===== config.mk =====
export PLATFORM = sky130hd
export DESIGN_NAME = voice_activity_detector_flat
export DESIGN_NICKNAME = d
export VERILOG_FILES = /design/src/rtl/vad_pkg.sv /design/src/rtl/voice_activity_detector_if.sv /design/src/rtl/frame_energy_acc.sv /design/src/rtl/voice_activity_detector.sv /design/src/flat_wrapper.sv
export SDC_FILE = /design/constraint.sdc
export NUM_CORES = 1
export LEC_CHECK = 0
export ABC_AREA = 1
export CAP_MARGIN = 20
export CORE_MARGIN = 3
export CORE_UTILIZATION = 40
export CTS_CLUSTER_SIZE = 28
export DETAILED_ROUTE_END_ITERATION = 10
export HOLD_SLACK_MARGIN = 0.02
export PLACE_DENSITY = 0.7
export SLEW_MARGIN = 20
export SYNTH_ARGS = -nofsm -noshare
export SYNTH_HDL_FRONTEND = slang
export SYNTH_SLANG_ARGS = --single-unit

===== constraint.sdc =====
create_clock -name clk -period 3.3 [get_ports clk]
set_input_delay 0.66 -clock clk [delete_from_list [all_inputs] [get_ports clk]]
set_output_delay 0.66 -clock clk [all_outputs]
set_load 0.05 [all_outputs]

===== src/rtl/vad_pkg.sv =====
// Shared types and helpers for the voice activity detector: FSM states,
// widths and the saturating absolute-value function.
package vad_pkg;
  localparam int ID_W     = 6;
  localparam int SAMPLE_W = 8;

  typedef enum logic [2:0] {IDLE, ONSET, ACTIVE, HANG, REPORT} vad_state_e;

  // -128 has no positive 8-bit twin, so it clamps to 127 to keep the result 7 bits
  function automatic logic [SAMPLE_W-2:0] abs_sat(input logic signed [SAMPLE_W-1:0] s);
    if (s[SAMPLE_W-1] && (s[SAMPLE_W-2:0] == '0)) return '1;
    else if (s[SAMPLE_W-1]) return (SAMPLE_W-1)'(-s);
    else return s[SAMPLE_W-2:0];
  endfunction
endpackage


===== src/rtl/voice_activity_detector_if.sv =====
// Sample stream in, energy/activity/utterance-ID out. The detector uses
// the slave modport; the sample source uses master.
interface voice_activity_detector_if;
  import vad_pkg::*;
  logic                       sample_valid;
  logic signed [SAMPLE_W-1:0] sample;
  logic [7:0]                 frame_energy;
  logic                       active;
  logic [ID_W-1:0]            ID;
  logic                       id_valid;

  modport master (output sample_valid, sample,
                  input  frame_energy, active, ID, id_valid);
  modport slave  (input  sample_valid, sample,
                  output frame_energy, active, ID, id_valid);
endinterface


===== src/rtl/frame_energy_acc.sv =====
// Per-frame mean-absolute energy: rectify, accumulate FRAME_LEN accepted
// samples, then latch sum/FRAME_LEN and pulse frame_done for one cycle.
module frame_energy_acc
  import vad_pkg::*;
#(
  parameter int FRAME_LEN = 64
) (
  input  logic                       clk,
  input  logic                       reset,
  input  logic                       sample_valid,
  input  logic signed [SAMPLE_W-1:0] sample,
  output logic [7:0]                 energy,
  output logic                       frame_done
);
  localparam int LG = $clog2(FRAME_LEN);
  localparam int AW = LG + SAMPLE_W - 1;

  logic [AW-1:0]       sum, sum_nxt;
  logic [LG-1:0]       cnt;
  logic [SAMPLE_W-2:0] mag;

  assign mag     = abs_sat(sample);
  assign sum_nxt = sum + AW'(mag);

  always_ff @(posedge clk) begin
    if (reset) begin
      sum        <= '0;
      cnt        <= '0;
      energy     <= '0;
      frame_done <= 1'b0;
    end else begin
      frame_done <= 1'b0;
      if (sample_valid) begin
        if (cnt == LG'(FRAME_LEN - 1)) begin
          // final sample folds straight into the latched energy
          energy     <= 8'(sum_nxt >> LG);
          sum        <= '0;
          cnt        <= '0;
          frame_done <= 1'b1;
        end else begin
          sum <= sum_nxt;
          cnt <= cnt + 1'b1;
        end
      end
    end
  end
endmodule


===== src/rtl/voice_activity_detector.sv =====
// Frame-based VAD: onset/hangover FSM over per-frame energy; reports the
// loud-frame count of each utterance as ID. NOISE_FLOOR_ADAPT_EN enables
// an adaptive noise floor under the threshold.
module voice_activity_detector
  import vad_pkg::*;
#(
  parameter int FRAME_LEN    = 64,
  parameter int THRESH       = 16,
  parameter int ONSET_FRAMES = 2,
  parameter int HANG_FRAMES  = 4
) (
  input logic                      clk,
  input logic                      reset,
  voice_activity_detector_if.slave bus
);
  localparam logic [3:0]      ONSET_N = 4'(ONSET_FRAMES);
  localparam logic [3:0]      HANG_N  = 4'(HANG_FRAMES);
  localparam logic [ID_W-1:0] LEN_MAX = '1;

  logic [7:0] energy, threshold;
  logic       frame_done, loud;

  frame_energy_acc #(.FRAME_LEN(FRAME_LEN)) u_acc (
    .clk          (clk),
    .reset        (reset),
    .sample_valid (bus.sample_valid),
    .sample       (bus.sample),
    .energy       (energy),
    .frame_done   (frame_done)
  );

  vad_state_e      state, state_nxt;
  logic [3:0]      onset_cnt, onset_nxt, hang_cnt, hang_nxt;
  logic [ID_W-1:0] len, len_nxt, len_inc, id_q;
  logic            id_load, id_valid_q;

`ifdef NOISE_FLOOR_ADAPT_EN
  logic [7:0]        floor_q;
  logic [8:0]        thr_sum;
  logic signed [8:0] diff, step;

  assign thr_sum   = {1'b0, floor_q} + 9'(THRESH);
  assign threshold = thr_sum[8] ? 8'hFF : thr_sum[7:0];
  assign diff      = $signed({1'b0, energy}) - $signed({1'b0, floor_q});
  assign step      = diff >>> 3;

  // floor only tracks background: quiet frames seen while idle
  always_ff @(posedge clk) begin
    if (reset) floor_q <= '0;
    else if (frame_done && state == IDLE && !loud) floor_q <= floor_q + step[7:0];
  end
`else
  assign threshold = 8'(THRESH);
`endif

  assign loud    = energy >= threshold;
  assign len_inc = (len == LEN_MAX) ? LEN_MAX : len + 1'b1;

  always_comb begin
    state_nxt = state;
    onset_nxt = onset_cnt;
    hang_nxt  = hang_cnt;
    len_nxt   = len;
    id_load   = 1'b0;
    case (state)
      IDLE: if (frame_done && loud) begin
        onset_nxt = 4'd1;
        len_nxt   = 1;
        state_nxt = (ONSET_N == 4'd1) ? ACTIVE : ONSET;
      end
      ONSET: if (frame_done) begin
        if (loud) begin
          onset_nxt = onset_cnt + 4'd1;
          len_nxt   = len_inc;
          if (onset_cnt + 4'd1 == ONSET_N) state_nxt = ACTIVE;
        end else begin
          state_nxt = IDLE;
          len_nxt   = '0;
        end
      end
      ACTIVE: if (frame_done) begin
        if (loud) len_nxt = len_inc;
        else begin
          hang_nxt  = 4'd1;
          state_nxt = (HANG_N == 4'd1) ? REPORT : HANG;
        end
      end
      HANG: if (frame_done) begin
        if (loud) begin
          state_nxt = ACTIVE;
          len_nxt   = len_inc;
          hang_nxt  = '0;
        end else begin
          hang_nxt = hang_cnt + 4'd1;
          if (hang_cnt + 4'd1 == HANG_N) state_nxt = REPORT;
        end
      end
      REPORT: begin
        id_load   = 1'b1;
        state_nxt = IDLE;
        len_nxt   = '0;
      end
      default: state_nxt = IDLE;
    endcase
  end

  always_ff @(posedge clk) begin
    if (reset) begin
      state      <= IDLE;
      onset_cnt  <= '0;
      hang_cnt   <= '0;
      len        <= '0;
      id_q       <= '0;
      id_valid_q <= 1'b0;
    end else begin
      state      <= state_nxt;
      onset_cnt  <= onset_nxt;
      hang_cnt   <= hang_nxt;
      len        <= len_nxt;
      id_valid_q <= id_load;
      if (id_load) id_q <= len;
    end
  end

  assign bus.frame_energy = energy;
  assign bus.active       = (state == ACTIVE) || (state == HANG);
  assign bus.ID           = id_q;
  assign bus.id_valid     = id_valid_q;
endmodule

===== src/flat_wrapper.sv =====
// flat-port wrapper written by rule: the top's interface ports become plain ports
module voice_activity_detector_flat import vad_pkg::*;
#(
  parameter int FRAME_LEN    = 64,
  parameter int THRESH       = 16,
  parameter int ONSET_FRAMES = 2,
  parameter int HANG_FRAMES  = 4
)
  (clk, reset, bus_sample_valid, bus_sample, bus_frame_energy, bus_active, bus_ID, bus_id_valid);
  voice_activity_detector_if bus_i ();
  input logic clk;
  input logic reset;
  input wire logic [$bits(bus_i.sample_valid)-1:0] bus_sample_valid;
  input wire logic [$bits(bus_i.sample)-1:0] bus_sample;
  output wire logic [$bits(bus_i.frame_energy)-1:0] bus_frame_energy;
  output wire logic [$bits(bus_i.active)-1:0] bus_active;
  output wire logic [$bits(bus_i.ID)-1:0] bus_ID;
  output wire logic [$bits(bus_i.id_valid)-1:0] bus_id_valid;
  assign bus_i.sample_valid = bus_sample_valid;
  assign bus_i.sample = bus_sample;
  assign bus_frame_energy = bus_i.frame_energy;
  assign bus_active = bus_i.active;
  assign bus_ID = bus_i.ID;
  assign bus_id_valid = bus_i.id_valid;
  voice_activity_detector #(.FRAME_LEN(FRAME_LEN), .THRESH(THRESH), .ONSET_FRAMES(ONSET_FRAMES), .HANG_FRAMES(HANG_FRAMES)) u_core (.clk(clk), .reset(reset), .bus(bus_i));
endmodule

==> metrics.md <==
| Metric | Value |
|---|---|
| Status | `complete, no violations` |
| Setup CP Type | `primary input to flop` |
| Starting Density | `42.2%` |
| GPL Wtd Cong | `0.825` |
| Slew @ Worst Pin | `0.499 ns` |
| # rows | `30` |
| Core box area | `6940 um^2` |
| Post-synthesis instance area | `2930 um^2` |
| Maximum fanout along the worst path | `5` |
| Fillcell total | `710` |
| CTS tree | `built` |
| Die span in x | `91.6 um` |
| Largest net degree at the start of global routing | `29` |
| Asr flop ratio synth | `0%` |
| Hold Path Class | `flop to flop` |
| Antenna viol nets, final | `0` |
| Most frequent cell after synthesis | `nand2_1` |
| Post-synth EDFFs | `0` |
| Vias | `2753` |
| Cells taking the most area after synthesis | `dfxtp_1 35%, nand2_1 14%, inv_1 7.0%` |
| Clock latency on the worst-skew pair | `0.31 ns` |
| FF-to-FF path depth | `12` |
| Max incr delay on CP | `0.43 ns` |
| Post-synth top flop | `dfxtp_1` |
| Synthesized area per cell | `6.82 um^2` |
| Final hold viol count | `0` |
| Post-Syn Nets | `457` |
| Slew headroom | `66.6%` |
| Vias in the first global route | `2563` |
| Flops & latches, synth | `51` |
| P&R area growth vs syn | `16.4%` |
| Sink Count | `51` |
| Synth Instances | `430` |
| Fin cells | `554` |
| Inserted Diodes | `0` |
| Cell Chain, Critical Path | `clkdlybuf4s50_1, inv_1, ha_2, nand4_1, nor3_2, inv_1, o211ai_1, inv_1, fa_1, inv_2, nand3_2, nand2_1, nand2_1, nand2_2, nand2_1, nand2_1, nand3_1, a21oi_2` |
| Total Wirelength | `6240 um` |
| Synth warnings | `0` |
| Max-cap violation count | `0` |
| Die area | `8390 um^2` |
| Nets | `484` |
| CP Capture Point | `u_core.u_acc.sum[12]` |
| Avg Vias per Cell | `4.97` |
| Layout cells sized above 1 | `9.17%` |
| Max H-tree Level | `2` |
| # setup viols final | `0` |
| Wire length per cell | `11.3 um` |
| Most frequent cells after synthesis | `106 x nand2_1, 55 x inv_1, 51 x dfxtp_1` |
| Worst R2R Setup Slack | `1.51 ns` |
| CP dominant cell by count | `nand2_1` |
| Library cells used by synthesis | `41` |
| Dpl cells | `545` |
| Residual DRC | `0` |
| Max Clk Rate | `0.329 GHz` |
| Setup TNS | `0 ns` |
| Critical Path RT | `3.54 ns` |
| Initial DRT Pass Iterations | `4` |
| First-pass GRT wire length | `11000 um` |
| Num CTS Buffers | `5` |
| Leak | `1.46 nW` |
| Initial antenna violation count | `0` |
| Clock Pin Slew Worst Setup and Hold Paths | `0.09 ns` |
| Post-route clock period utilization | `92.1%` |
| CTS Root Cell | `clkbuf_8` |
| Critical path origin | `bus_sample[1]` |
| Longest Clk Path Bufs | `2` |
| Worst vdd ir | `0.189 mV` |
| Detailed placement HPWL | `4640 um` |
| Reg2reg end | `u_core.u_acc.sum[12]` |
| GR Overflow Total | `0` |
| CP max stage cell | `clkdlybuf4s50_1` |
| Final max-slew violation count | `0` |
| Detailed Route Iter0 Violations | `97` |
| Worst clock skew | `0.00998 ns` |
| Die Y | `91.6 um` |
| WHS | `0.455 ns` |
| Pwr Total | `1.29 mW` |
| Crit end category | `flop` |
| CP arrival | `3.28 ns` |
| Seq/Total Area, Yosys | `34.8%` |
| I/O pin cnt | `27` |
| Reg-to-reg critical path startpoint | `u_core.u_acc.sum[0]` |
| GRT Overall Usage | `15.4%` |
| Hold path depth | `2` |
| Worst setup SP type | `primary input` |
| Port-buffer cells | `25` |
| Leading area contributor after synthesis | `dfxtp_1` |
| Yosys top cell area share | `34.8%` |
| Pwr/cell area | `377 nW/um^2` |
| Post-route minimum period | `3.04 ns` |
| Utilization after layout | `49.2%` |
## registers in the layout, summed over array words and instances (netlist names)
name / cells
u_core.bus.ID: 6
u_core.bus.id_valid: 1
u_core.u_acc.frame_done: 1
u_core.u_acc.cnt: 6
u_core.hang_cnt: 4
u_core.len: 6
u_core.u_acc.sum: 13
u_core.u_acc.energy: 7
u_core.state: 3
u_core.onset_cnt: 4
## metal layers
| metal | track usage (%) | up-vias | routed length, um |
|---|---|---|---|
| li1 | - | 1448 | - |
| met1 | 19.0 | 1261 | 3030 |
| met2 | 26.7 | 37 | 2960 |
| met3 | 3.86 | 7 | 199 |
| met4 | 4.15 | 0 | 49 |
| met5 | 0 | - | 0 |
## per-stage QoR
step	instance area, um^2	worst slack (ns)
after floorplan	2930	0.615
after global placement	3280	0.0741
after detailed placement	3280	-0.0561
after CTS	3390	0.256
after global routing	3410	-0.0148
final	3410	0.261
## power breakdown
group          switching (mW)  internal (mW)
logic                   0.121         0.0753
clock network           0.215          0.229
registers              0.0165          0.631
total                   0.353          0.935
## worst max-delay path, delay by kind of cell
| family | cells | cell delay (ns) |
|---|---|---|
| simple gates | 9 | 0.94 |
| compound gates | 2 | 0.28 |
| fa+ha+maj | 2 | 0.60 |
| buf+inv | 5 | 0.80 |
## cells by family after synthesis
kind of cell,synth area share (%)
AND/OR/NAND/NOR,32.4
AO/OA/AOI/OAI,15.5
buffers and inverters,9.22
flip-flops,34.8
adder cells (fa/ha/maj),7.08
XOR/XNOR,0.896
other,0.128
## worst min path at each step
stage                                start                endpoint  slack (ns)
floorplan              u_core.u_acc.cnt[3]     u_core.u_acc.cnt[3]        0.44
finish              u_core.u_acc.energy[3]  u_core.u_acc.energy[3]        0.45
CTS                 u_core.u_acc.energy[3]  u_core.u_acc.energy[3]        0.46
global route           u_core.u_acc.sum[6]     u_core.u_acc.sum[6]        0.50
detailed placement  u_core.u_acc.energy[3]  u_core.u_acc.energy[3]        0.45
global placement    u_core.u_acc.energy[1]  u_core.u_acc.energy[1]        0.44
## repair_timing
item,CTS,global route
endpoints found under the setup margin,0,3
buffers inserted,0,1
hold buffers,0,0
gates resized for setup,0,5
## cells in the final DEF (no fill, tap or decap), types with 2 or more instances in the layout
cell	netlist	layout
nand3b_1	3	3
a31oi_1	2	2
dfxtp_1	51	51
inv_2	5	6
ha_1	15	14
o21ai_2	2	2
clkdlybuf4s50_1	0	25
nor2_4	3	3
nor3_1	7	7
a21oi_1	38	37
nor2_1	39	39
nand3_2	2	3
nand2_2	1	2
a22oi_1	2	2
nor2_2	4	4
o21ai_0	23	23
nor3_2	2	2
clkbuf_8	0	5
nand2_1	106	105
inv_1	55	54
nand3_1	30	29
a21oi_2	3	4
o21ai_1	4	4
a211oi_1	2	2
nand4_1	7	7
o211a_1	2	2
xor2_1	2	2
buf_4	2	3
## cell type report
cell class                 count  area (um^2)  share of cell area [%]
tap                           96          120                    3.52
timing repair buffer          28          273                    7.99
clock inverter                 3         46.3                    1.36
sequential                    51         1020                    29.9
clock buffer                   5         68.8                    2.02
multi-input combinational    310         1650                    48.5
inverter                      61          230                    6.74
(Power assumes the default switching activity.)
